$ cat config.mk
export PLATFORM = sky130hd
export DESIGN_NAME = dmem_access_stage
export DESIGN_NICKNAME = d
export VERILOG_FILES = /design/src/rtl/dmem_access_stage.sv
export SDC_FILE = /design/constraint.sdc
export NUM_CORES = 1
export LEC_CHECK = 0
export BUFFER_PORTS_ARGS = -buffer_cell sky130_fd_sc_hd__buf_4
export CORE_MARGIN = 2
export CORE_UTILIZATION = 40
export CTS_CLUSTER_DIAMETER = 200
export DETAILED_ROUTE_END_ITERATION = 8
export GPL_TIMING_DRIVEN = 0
export PLACE_DENSITY = 0.76
export SLEW_MARGIN = 40
export SYNTH_ARGS = -nofsm -noshare
export SYNTH_HDL_FRONTEND = slang
export SYNTH_SLANG_ARGS = --single-unit
$ cat constraint.sdc
create_clock -name clock -period 2.8 [get_ports clock]
set_clock_uncertainty 0.1 [all_clocks]
set_input_delay 0.14 -clock clock [delete_from_list [all_inputs] [get_ports clock]]
set_output_delay 0.14 -clock clock [all_outputs]
set_load 0.005 [all_outputs]
$ cat src/rtl/dmem_access_stage.sv
// Memory stage between X/M and M/W: passes non-memory ops straight through and runs a
// req/gnt/rvalid handshake for lw/sw, stalling upstream and bubbling M/W until it completes.
module dmem_access_stage #(
  parameter int unsigned ADDR_W      = 12,
  parameter int unsigned TMO_W       = 8,
  parameter int unsigned MEM_TIMEOUT = 255
) (
  input  logic              clock,
  input  logic              reset,
  input  logic [31:0]       in_ir,
  input  logic [31:0]       in_O,
  input  logic [31:0]       in_B,
  output logic              dmem_req,
  output logic              dmem_we,
  output logic [ADDR_W-1:0] dmem_addr,
  output logic [31:0]       dmem_wdata,
  input  logic              dmem_gnt,
  input  logic              dmem_rvalid,
  input  logic [31:0]       dmem_rdata,
  output logic [31:0]       mw_ir,
  output logic [31:0]       mw_O,
  output logic [31:0]       mw_D,
  output logic              stall,
  output logic              err
);

  localparam logic [4:0] OpLw = 5'b01000;
  localparam logic [4:0] OpSw = 5'b00111;

  typedef enum logic [1:0] {StIdle, StReq, StWait, StDone} state_e;

  state_e           state_q, state_d;
  logic [31:0]      ir_q, ir_d;
  logic [31:0]      o_q, o_d;
  logic [31:0]      b_q, b_d;
  logic [31:0]      rdata_q, rdata_d;
  logic             we_q, we_d;
  logic             abort_q, abort_d;
  logic [TMO_W-1:0] cnt_q, cnt_d;

  logic        is_mem;
  logic        timeout;
  logic        req_c, stall_c, err_c;
  logic [31:0] mw_ir_c, mw_o_c, mw_d_c;

  assign is_mem  = (in_ir[31:27] == OpLw) || (in_ir[31:27] == OpSw);
  assign timeout = (cnt_q == TMO_W'(MEM_TIMEOUT));

  always_comb begin
    state_d = state_q;
    ir_d    = ir_q;
    o_d     = o_q;
    b_d     = b_q;
    rdata_d = rdata_q;
    we_d    = we_q;
    abort_d = abort_q;
    cnt_d   = cnt_q;
    req_c   = 1'b0;
    stall_c = 1'b0;
    err_c   = 1'b0;
    mw_ir_c = 32'h0;
    mw_o_c  = 32'h0;
    mw_d_c  = 32'h0;

    unique case (state_q)
      StIdle: begin
        if (is_mem) begin
          ir_d    = in_ir;
          o_d     = in_O;
          b_d     = in_B;
          we_d    = (in_ir[31:27] == OpSw);
          rdata_d = 32'h0;
          abort_d = 1'b0;
          cnt_d   = '0;
          stall_c = 1'b1;
          state_d = StReq;
        end else begin
          mw_ir_c = in_ir;
          mw_o_c  = in_O;
        end
      end
      StReq: begin
        req_c   = 1'b1;
        stall_c = 1'b1;
        cnt_d   = cnt_q + 1'b1;
        // A grant in the timeout cycle still wins over the abort.
        if (dmem_gnt) begin
          state_d = we_q ? StDone : StWait;
        end else if (timeout) begin
          abort_d = 1'b1;
          state_d = StDone;
        end
      end
      StWait: begin
        stall_c = 1'b1;
        cnt_d   = cnt_q + 1'b1;
        if (dmem_rvalid) begin
          rdata_d = dmem_rdata;
          state_d = StDone;
        end else if (timeout) begin
          abort_d = 1'b1;
          state_d = StDone;
        end
      end
      StDone: begin
        // X/M still holds the op just retired, so in_ir is not decoded here.
        mw_ir_c = ir_q;
        mw_o_c  = o_q;
        mw_d_c  = (we_q || abort_q) ? 32'h0 : rdata_q;
        err_c   = abort_q;
        state_d = StIdle;
      end
      default: state_d = StIdle;
    endcase
  end

  always_ff @(posedge clock or negedge reset) begin
    if (!reset) begin
      state_q <= StIdle;
      ir_q    <= 32'h0;
      o_q     <= 32'h0;
      b_q     <= 32'h0;
      rdata_q <= 32'h0;
      we_q    <= 1'b0;
      abort_q <= 1'b0;
      cnt_q   <= '0;
    end else begin
      state_q <= state_d;
      ir_q    <= ir_d;
      o_q     <= o_d;
      b_q     <= b_d;
      rdata_q <= rdata_d;
      we_q    <= we_d;
      abort_q <= abort_d;
      cnt_q   <= cnt_d;
    end
  end

  // Reset forces every output low immediately, independent of the clock.
  assign dmem_req   = reset & req_c;
  assign dmem_we    = reset & we_q;
  assign dmem_addr  = {ADDR_W{reset}} & o_q[ADDR_W-1:0];
  assign dmem_wdata = {32{reset}} & b_q;
  assign mw_ir      = {32{reset}} & mw_ir_c;
  assign mw_O       = {32{reset}} & mw_o_c;
  assign mw_D       = {32{reset}} & mw_d_c;
  assign stall      = reset & stall_c;
  assign err        = reset & err_c;

endmodule

# After elaboration in Yosys (flattened, before gate mapping)
# Index checks and enable logic that the tools add are counted.
[word_totals]
regBits = 140
inputBits = 132
out_inout_bits = 144
wordCells = 65
[op_classes]
n_addsub = 1
eq_ne = 10
mux = 26
n_bitwise = 9
reduce_logical = 11
[op_table]
columns = ["op", "n"]
rows = [
  ["$mux 32", 6],
  ["$pmux 32 s2", 3],
  ["$and 32x32->32", 4],
  ["$pmux 8 s2", 1],
  ["$and 12x12->12", 1],
  ["$add 8x1->8 const B", 1],
  ["$eq 8x8->1 const B", 1],
  ["$mux 1", 8],
  ["$mux 2", 4],
  ["$mux 8", 1],
  ["$ne 2x2->1 const B", 4],
  ["$pmux 2 s4", 1],
  ["$eq 5x3->1 const B", 1],
  ["$eq 5x4->1 const B", 1],
  ["$and 1x1->1", 4],
  ["$eq 2x2->1 const B", 2],
  ["$reduce_and 2->1", 2],
  ["$reduce_and 4->1", 1],
  ["$reduce_bool 2->1", 2],
  ["$pmux 1 s3", 1],
  ["$reduce_and 3->1", 1],
  ["$reduce_bool 3->1", 1],
  ["$eq 2x1->1 const B", 1],
  ["$logic_not 2->1", 1],
  ["3 further kinds", 4],
]

# Logic depth before layout (Yosys ltp)
# Gate-level depths: netlist of the first run.
[logic_depth]
ltp_word = 5
depth_mapped = 8
depth_no_buf = 6

# Least setup slack after synthesis of the first run
# Ideal clock, no wire load.
[synth_timing]
path_kind = "register to output"
from = "register state_q[0]"
to = "output mw_O[0]"
arrival_ns = 1.893
required_ns = 2.560
setup_slack_ns = 0.667
path_stages_with_launch = 8
n_path_buf = 2
path_cell_list = "dfrtp_1 > inv_1 > ha_1 > clkbuf_1 > nand2b_1 > nor3_2 > clkbuf_1 > a22o_1"
[synth_between]
elab_chain_len = 3
word_cells_on_any_way = 4
cone_classes = "eq/ne: 1; mux: 1; bitwise: 1; reduce/logical: 1"
[synth_rtl]
columns = ["element", "line_no", "rtl"]
rows = [
  ["start: declaration", "32", "state_e state_q, state_d;"],
  ["start signal: assignment", "119", "state_q <= StIdle;"],
  ["start signal: assignment", "128", "state_q <= state_d;"],
  ["$eq 2x2->1 / $logic_not 2->1 (equally long branches)", "65", "unique case (state_q)"],
  ["$pmux 32 s2 (*)", "65", ""],
  ["$and 32x32->32 (*)", "145", "assign mw_O = {32{reset}} & mw_o_c;"],
  ["end: declaration", "21", "output logic [31:0] mw_O,"],
]
# Every way passes the cells marked *; elsewhere a longest branch is shown, timed or not.

# Final worst setup path of the first run
[layout_timing]
from = "register state_q[0]"
to = "output mw_ir[5]"
[layout_between]
elab_chain_len = 3
word_cells_on_any_way = 4
cone_classes = "eq/ne: 1; mux: 1; bitwise: 1; reduce/logical: 1"
[layout_rtl]
columns = ["element", "line_no", "rtl"]
rows = [
  ["$eq 2x2->1 / $logic_not 2->1 (equally long branches)", "65", ""],
  ["$pmux 32 s2 (*)", "65", ""],
  ["$and 32x32->32 (*)", "144", "assign mw_ir = {32{reset}} & mw_ir_c;"],
  ["end: declaration", "20", "output logic [31:0] mw_ir,"],
]
# Marks and branches as above.

==> metrics.md, run 1 <==
| Metric | Value |
|---|---|
| HP Class | `in2reg` |
| Post-synth EDFFs | `0` |
| Most numerous cell in the Yosys netlist | `dfrtp_1` |
| CTS tree | `yes` |
| Switching share of power | `31.0%` |
| First-pass GRT wire length | `~34 mm` |
| Final Hold Slack | `~0.025 ns` |
| Seq pwr share | `38.5%` |
| Net Count, Synth | `~690` |
| Drt total wl | `between 20 and 25 mm` |
| Unique masters post-synth | `46` |
| Clock Latency Late Sink | `0.41 ns` |
| Number of max-cap violations | `0` |
| Cell internal pwr | `6.33 mW` |
| Layout cells sized above 1 | `44.5%` |
| Mapped Cells | `548` |
| Synth Warn # | `0` |
| CP required | `2.56 ns` |
| Combinational share of power | `36.9%` |
| Vias per Instance | `slightly above 5` |
| Largest net degree at the start of global routing | `53` |
| Rows | `47` |
| Non-Filler Instances | `approximately 1,200` |
| Largest family of logic cells by synthesized area | `compound AO/OA/AOI/OAI gates` |
| N_diodes | `0` |
| # DRC | `0` |
| Crit path capture type | `output port` |
| VDD IR max | `around 0.00042 V` |
| Initial Utilization | `roughly two fifths` |
| Slowest-stage cell, CP | `dfrtp_1` |
| Die Footprint | `about 18,000 um^2` |
| Max-Slew Margin vs Limit | `52.9%` |
| Synth Flop Type | `dfrtp_1` |
| Min Tclk post-route | `approximately 2.7 ns` |
| Synth Area in XOR/XNOR | `less than 1%` |
| P_leak | `about 5.4 nW` |
| WL/cell | `around 18 um` |
| Die Y | `approximately 130 um` |
| Final critical-path share of the clock period | `between 90% and 100%` |
| CP cell instances | `inv_1 > ha_2 > nand2b_4 > nor3_4 > buf_12 > clkbuf_2 > a22o_1 > buf_4` |
| Status | `completed` |
| Post-Synth Simple-Gate Area | `11.8%` |
| CTS Root Cell | `clkbuf_16` |
| Vias | `6,216` |
| Num CTS Buffers | `17` |
| H-tree levels | `4` |
| Iter 0 DRT Violations | `roughly 280` |
| Final setup violating endpoints | `0` |
| Yosys reg bits | `140` |
| Slowest cell delay on critical path | `just over 0.4 ns` |
| CP Class | `reg2out` |
| List of most frequent post-synthesis cells | `dfrtp_1 (140), a22o_1 (94), mux2_2 (92)` |
| Pins Over Slew Limit | `0` |
| Buffers added on ports | `between 200 and 300` |
| DRT antenna net count | `0` |
| Startpoint types | `register` |
| Asr flop ratio synth | `100%` |
| # IOs | `between 200 and 300` |
| Pre-antenna DRT Iters | `4` |
| Worst-path clk slew | `approximately 0.060 ns` |
| Final nets | `between 1,000 and 1,500` |
| # clock sinks | `140` |
| Area fraction of the dominant cell type after synthesis | `around half` |
| Synth Area in Compound Gates | `between 10% and 20%` |
| Global Route Usage Sum | `between 20% and 30%` |
| Total power | `9.17 mW` |
| Area contributors post-synth | `dfrtp_1 (52%), mux2_2 (15%), a22o_1 (12%)` |
| Final Wtd Congestion | `around 0.8` |
| Adder-cell share of the synthesized area | `~1.1%` |
| Mux share of post-synthesis cell area | `between 15 and 20%` |
| Total gr overflow | `0` |
| Max Root-Sink Buffers | `2` |
| Top cell type by total area after synthesis | `dfrtp_1` |
| Arr. time, crit path | `about 2.5 ns` |
| Clock power share | `24.6%` |
| Placed cells | `1,045` |
| Worst Max-Slew Pin Slew | `approximately 0.71 ns` |
| Initial antenna violation count | `0` |
| Final hold vios | `0` |
| Psw | `about 2.8 mW` |
| Setup TNS | `0 ns` |
| Achievable frequency | `about 0.37 GHz` |
| Seq/Total Area, Yosys | `51.9%` |
| Synth Area per Inst | `approximately 12 um^2` |
| CP Max Fanout | `10` |
| Core area | `around 17,000 um^2` |
| DIE WIDTH | `between 100 and 150 um` |
| Filler Cells Inserted | `between 1,000 and 1,500` |
| Vias in the first global route | `6,450` |
| DP HPWL | `roughly 14 mm` |
| Area grow syn2layout | `65.6%` |
| Pwr Density | `820 nW/um^2` |
| Mapped Area | `between 6000 and 7000 um^2` |
[cells in the final DEF, fill, tap and decap left out, types with 3 or more instances in the layout]
| master | n |
|---|---|
| a21oi_1 | 6 |
| dlygate4sd3_1 | 127 |
| o311ai_0 | 3 |
| clkbuf_8 | 4 |
| buf_16 | 5 |
| dfrtp_1 | 140 |
| buf_6 | 9 |
| ha_1 | 5 |
| mux2_2 | 92 |
| clkbuf_2 | 11 |
| nor2_1 | 7 |
| nand2_1 | 15 |
| and2_1 | 80 |
| and3_1 | 4 |
| o21ai_0 | 6 |
| buf_4 | 274 |
| nand3_1 | 8 |
| clkbuf_1 | 13 |
| inv_1 | 6 |
| a221o_1 | 4 |
| clkbuf_16 | 17 |
| buf_2 | 5 |
| a22o_1 | 93 |
| nor3b_1 | 5 |
[worst max-delay path: cells and delay by family, from the launching register on]
family | cells | cell delay (ns)
buffers and inverters | 4 | 0.64
DFF | 1 | 0.41
and+or+nand+nor | 2 | 0.40
adders and majority gates | 1 | 0.34
AOI/OAI and AO/OA | 1 | 0.23
[path summary, 6_finish.rpt]
kind,from,endpoint,slack (ns),cells past startpoint
worst max-delay path,state_q[0],mw_ir[5],0.11,8
worst min-delay path,in_ir[31],we_q,0.03,3
worst max register to register,state_q[0],cnt_q[7],0.66,7
worst min register to register,ir_q[29],ir_q[29],0.38,2
max in group asynchronous,reset,b_q[9],1.92,5
min in group asynchronous,reset,o_q[23],0.42,5
[sequential cells by signal (all words and copies together) (netlist names)]
name	cells
state_q	2
o_q	32
ir_q	32
we_q	1
rdata_q	32
b_q	32
abort_q	1
cnt_q	8
[area by class of cell]
type                    instances  area (um^2)  share of cell area [%]
plain buffers                  39          241                    2.16
repair buffers                408         3500                    31.3
well taps                     220          275                    2.46
multi-input cells             362         3040                    27.2
clock inverters                 9          111                   0.996
inverters                       6         22.5                   0.201
flip-flops and latches        140         3500                    31.3
clock buffers                  22          484                    4.33
[metrics by stage]
step                cell area [um^2]  setup WS (ns)  utilization [%]
CTS                            11200         0.0305             67.6
floorplan                       6750          0.667                -
detailed placement              9160         -0.266             55.4
global route                   11200       -0.00287             67.7
finish                         11200          0.115             67.7
global placement                9090          -1.14             55.0
[routing by layer]
| layer | vias up | track usage, % | share of wire (%) |
|---|---|---|---|
| met5 | - | 0 | 0 |
| li1 | 2882 | - | - |
| met3 | 49 | 5.86 | 6.2 |
| met1 | 3050 | 28.5 | 40 |
| met2 | 235 | 42.9 | 51 |
| met4 | 0 | 10.7 | 2.9 |
[power groups by stage]
stage                     Sequential, mW  Combinational (mW)  Clock [mW]
after floorplan                     3.36                1.90           0
after CTS                           3.47                3.32        2.30
final                               3.53                3.38        2.26
after global routing                3.64                3.67        2.38
after global placement              3.45                3.02           0
after detailed placement            3.49                3.10           0
[logic make-up after synthesis]
| logic type | after synthesis |
|---|---|
| DFF | 140 |
| muxes | 93 |
| adders and majority gates | 6 |
| buffers and inverters | 46 |
| and+or+nand+nor | 134 |
| xor gates and xnor gates | 1 |
| AOI/OAI and AO/OA | 128 |
[timing repair]
action	in CTS	in global routing
buffers inserted	1	0
endpoints found under the hold margin	270	0
hold buffers	130	0
gates resized for setup	18	6
pin swaps	1	0
endpoints found under the setup margin	63	85
Power figures use the tool's default switching activity.
==> run 2: changes to the inputs <==
- BUFFER_PORTS_ARGS: -buffer_cell sky130_fd_sc_hd__buf_4 -> default
- DONT_BUFFER_PORTS: default -> 1
- PLACE_DENSITY: 0.76 -> 0.62
==> metrics.md, run 2 (synthesis results as in run 1) <==
| Metric | Value |
|---|---|
| Status | `finished with violations` |
| Failing checks | `negative hold slack` |
| Largest net degree at the start of global routing | `146` |
| Worst r2r dst | `o_q[4]` |
| Core area | `between 15,000 and 20,000 um^2` |
| Worst-path clk slew | `0.06 ns` |
| Most frequent cells in the layout | `dfrtp_1 (140), dlygate4sd3_1 (128), a22o_1 (94)` |
| Startpoint types | `register` |
| Post-CTS Hold Buffers | `~130` |
| DIE WIDTH | `roughly 130 um` |
| Reg2reg path depth | `6` |
| VDD IR max | `~0.00044 V` |
| DP HPWL | `around 12 mm` |
| Rows | `47` |
| CP Class | `reg2out` |
| Initial Utilization | `40.9%` |
| Final Hold Slack | `-0.673 ns` |
| Final Wtd Congestion | `between 0.7 and 0.8` |
| Final nets | `~840` |
| First-pass GRT wire length | `approximately 29 mm` |
| Vias in the first global route | `between 5,000 and 6,000` |
| DRT antenna net count | `0` |
| RSZ-0062 raised after global routing | `no` |
| # IOs | `between 200 and 300` |
| Final hold vios | `140` |
| Die Y | `around 130 um` |
| Global Route Usage Sum | `between 20% and 30%` |
| CTS Root Cell | `clkbuf_16` |
| Reg-to-Reg Start | `state_q[0]` |
| Pins Over Slew Limit | `0` |
| # clock sinks | `140` |
| Pwr Density | `939 nW/um^2` |
| Crit path capture type | `output port` |
| Die Footprint | `approximately 18,000 um^2` |
| Number of max-cap violations | `0` |
| Post-DP Area | `between 7000 and 8000 um^2` |
| Min Tclk post-route | `around 2.6 ns` |
| Clock Latency Late Sink | `~0.4 ns` |
| Iter 0 DRT Violations | `roughly 270` |
| CTS tree | `yes` |
| WL/cell | `roughly 20 um` |
| Post-route cell area | `between 9000 and 10,000 um^2` |
| Max Root-Sink Buffers | `2` |
| Vias per Instance | `~5.5` |
| P_leak | `3.98 nW` |
| Buffers added on ports | `0` |
| HP Class | `in2async` |
| Filler Cells Inserted | `between 1,000 and 1,500` |
| Most common cell after layout, fill and taps aside | `dfrtp_1` |
| Vias | `approximately 5,000` |
| Final core utilization | `54.6%` |
| Final setup violating endpoints | `0` |
| Achievable frequency | `around 0.38 GHz` |
| Multi-input logic area | `between 3000 and 4000 um^2` |
| Num CTS Buffers | `17` |
| Drt total wl | `approximately 19 mm` |
| Pre-antenna DRT Iters | `4` |
| Initial antenna violation count | `0` |
| Register area | `roughly 3500 um^2` |
| CP Max Fanout | `10` |
| Max-Slew Margin vs Limit | `48.7%` |
| CP required | `between 2 and 3 ns` |
| N_diodes | `0` |
| H-tree levels | `4` |
| Area grow syn2layout | `33.5%` |
| # DRC | `0` |
| Layout cells sized above 1 | `22.0%` |
| Final critical-path share of the clock period | `around 94%` |
| Total gr overflow | `0` |
| Reg2Reg Setup Slack | `between 0.3 and 0.4 ns` |
| Worst Max-Slew Pin Slew | `a little under 0.8 ns` |
| Arr. time, crit path | `2.40 ns` |
[run 2: repair_timing]
item | 4_1_cts | 5_1_grt
pin swaps | 2 | 0
buffers inserted | 3 | 0
cloned | 0 | 0
resized for setup | 19 | 3
setup endpoints to repair | 60 | 61
endpoints found under the hold margin | 272 | 140
[run 2: worst max-delay path, cell delays in order (launching register included)]
cell	delay (ns)
dfrtp_1	0.41
inv_1	0.11
ha_1	0.43
nand2b_4	0.22
nor3_4	0.22
buf_12	0.16
clkbuf_2	0.21
a22o_1	0.23
[run 2: area by class of cell]
cell class                 instances  area share, %
tap                              220           3.05
timing repair buffer             131           14.7
clock buffer                      19           4.91
buffer                            39           2.75
clock inverter                    11           1.87
multi-input combinational        362           33.6
inverter                           6          0.250
sequential                       140           38.9
[run 2: stage by stage]
stage / setup WS [ns] / setup TNS [ns] / power (mW) / hold slack (ns) / std cells
after global placement: -0.114 / -3.20 / 5.73 / -0.252 / 768
after global routing: 0.0291 / 0 / 8.98 / -0.704 / 928
after CTS: 0.000870 / 0 / 8.49 / -0.693 / 929
after detailed placement: 0.103 / 0 / 5.88 / -0.252 / 768
final: 0.162 / 0 / 8.47 / -0.673 / 928
after floorplan: 0.667 / 0 / 5.26 / -0.256 / 548
[run 2: report_power, final]
part	internal (mW)	leakage, nW	switching, mW
Clock	1.51	0.299	0.844
Sequential	2.97	1.76	0.566
Combinational	1.40	1.92	1.19
[run 2: worst max path at each step]
stage	startpoint	slack, ns	cells past startpoint	to
floorplan	state_q[0]	0.67	7	mw_O[0]
global placement	state_q[0]	-0.11	7	mw_O[0]
finish	state_q[0]	0.16	7	mw_O[28]
global route	state_q[0]	0.03	7	mw_O[28]
CTS	state_q[0]	0.0009	8	mw_ir[3]
detailed placement	state_q[0]	0.10	7	mw_ir[27]
[run 2: routing by layer]
metal  track usage (%)  part of all wire, %
met1              23.9                   42
met2              36.2                   50
met3              5.67                  6.2
met4              6.38                  1.6
met5                 0                    0
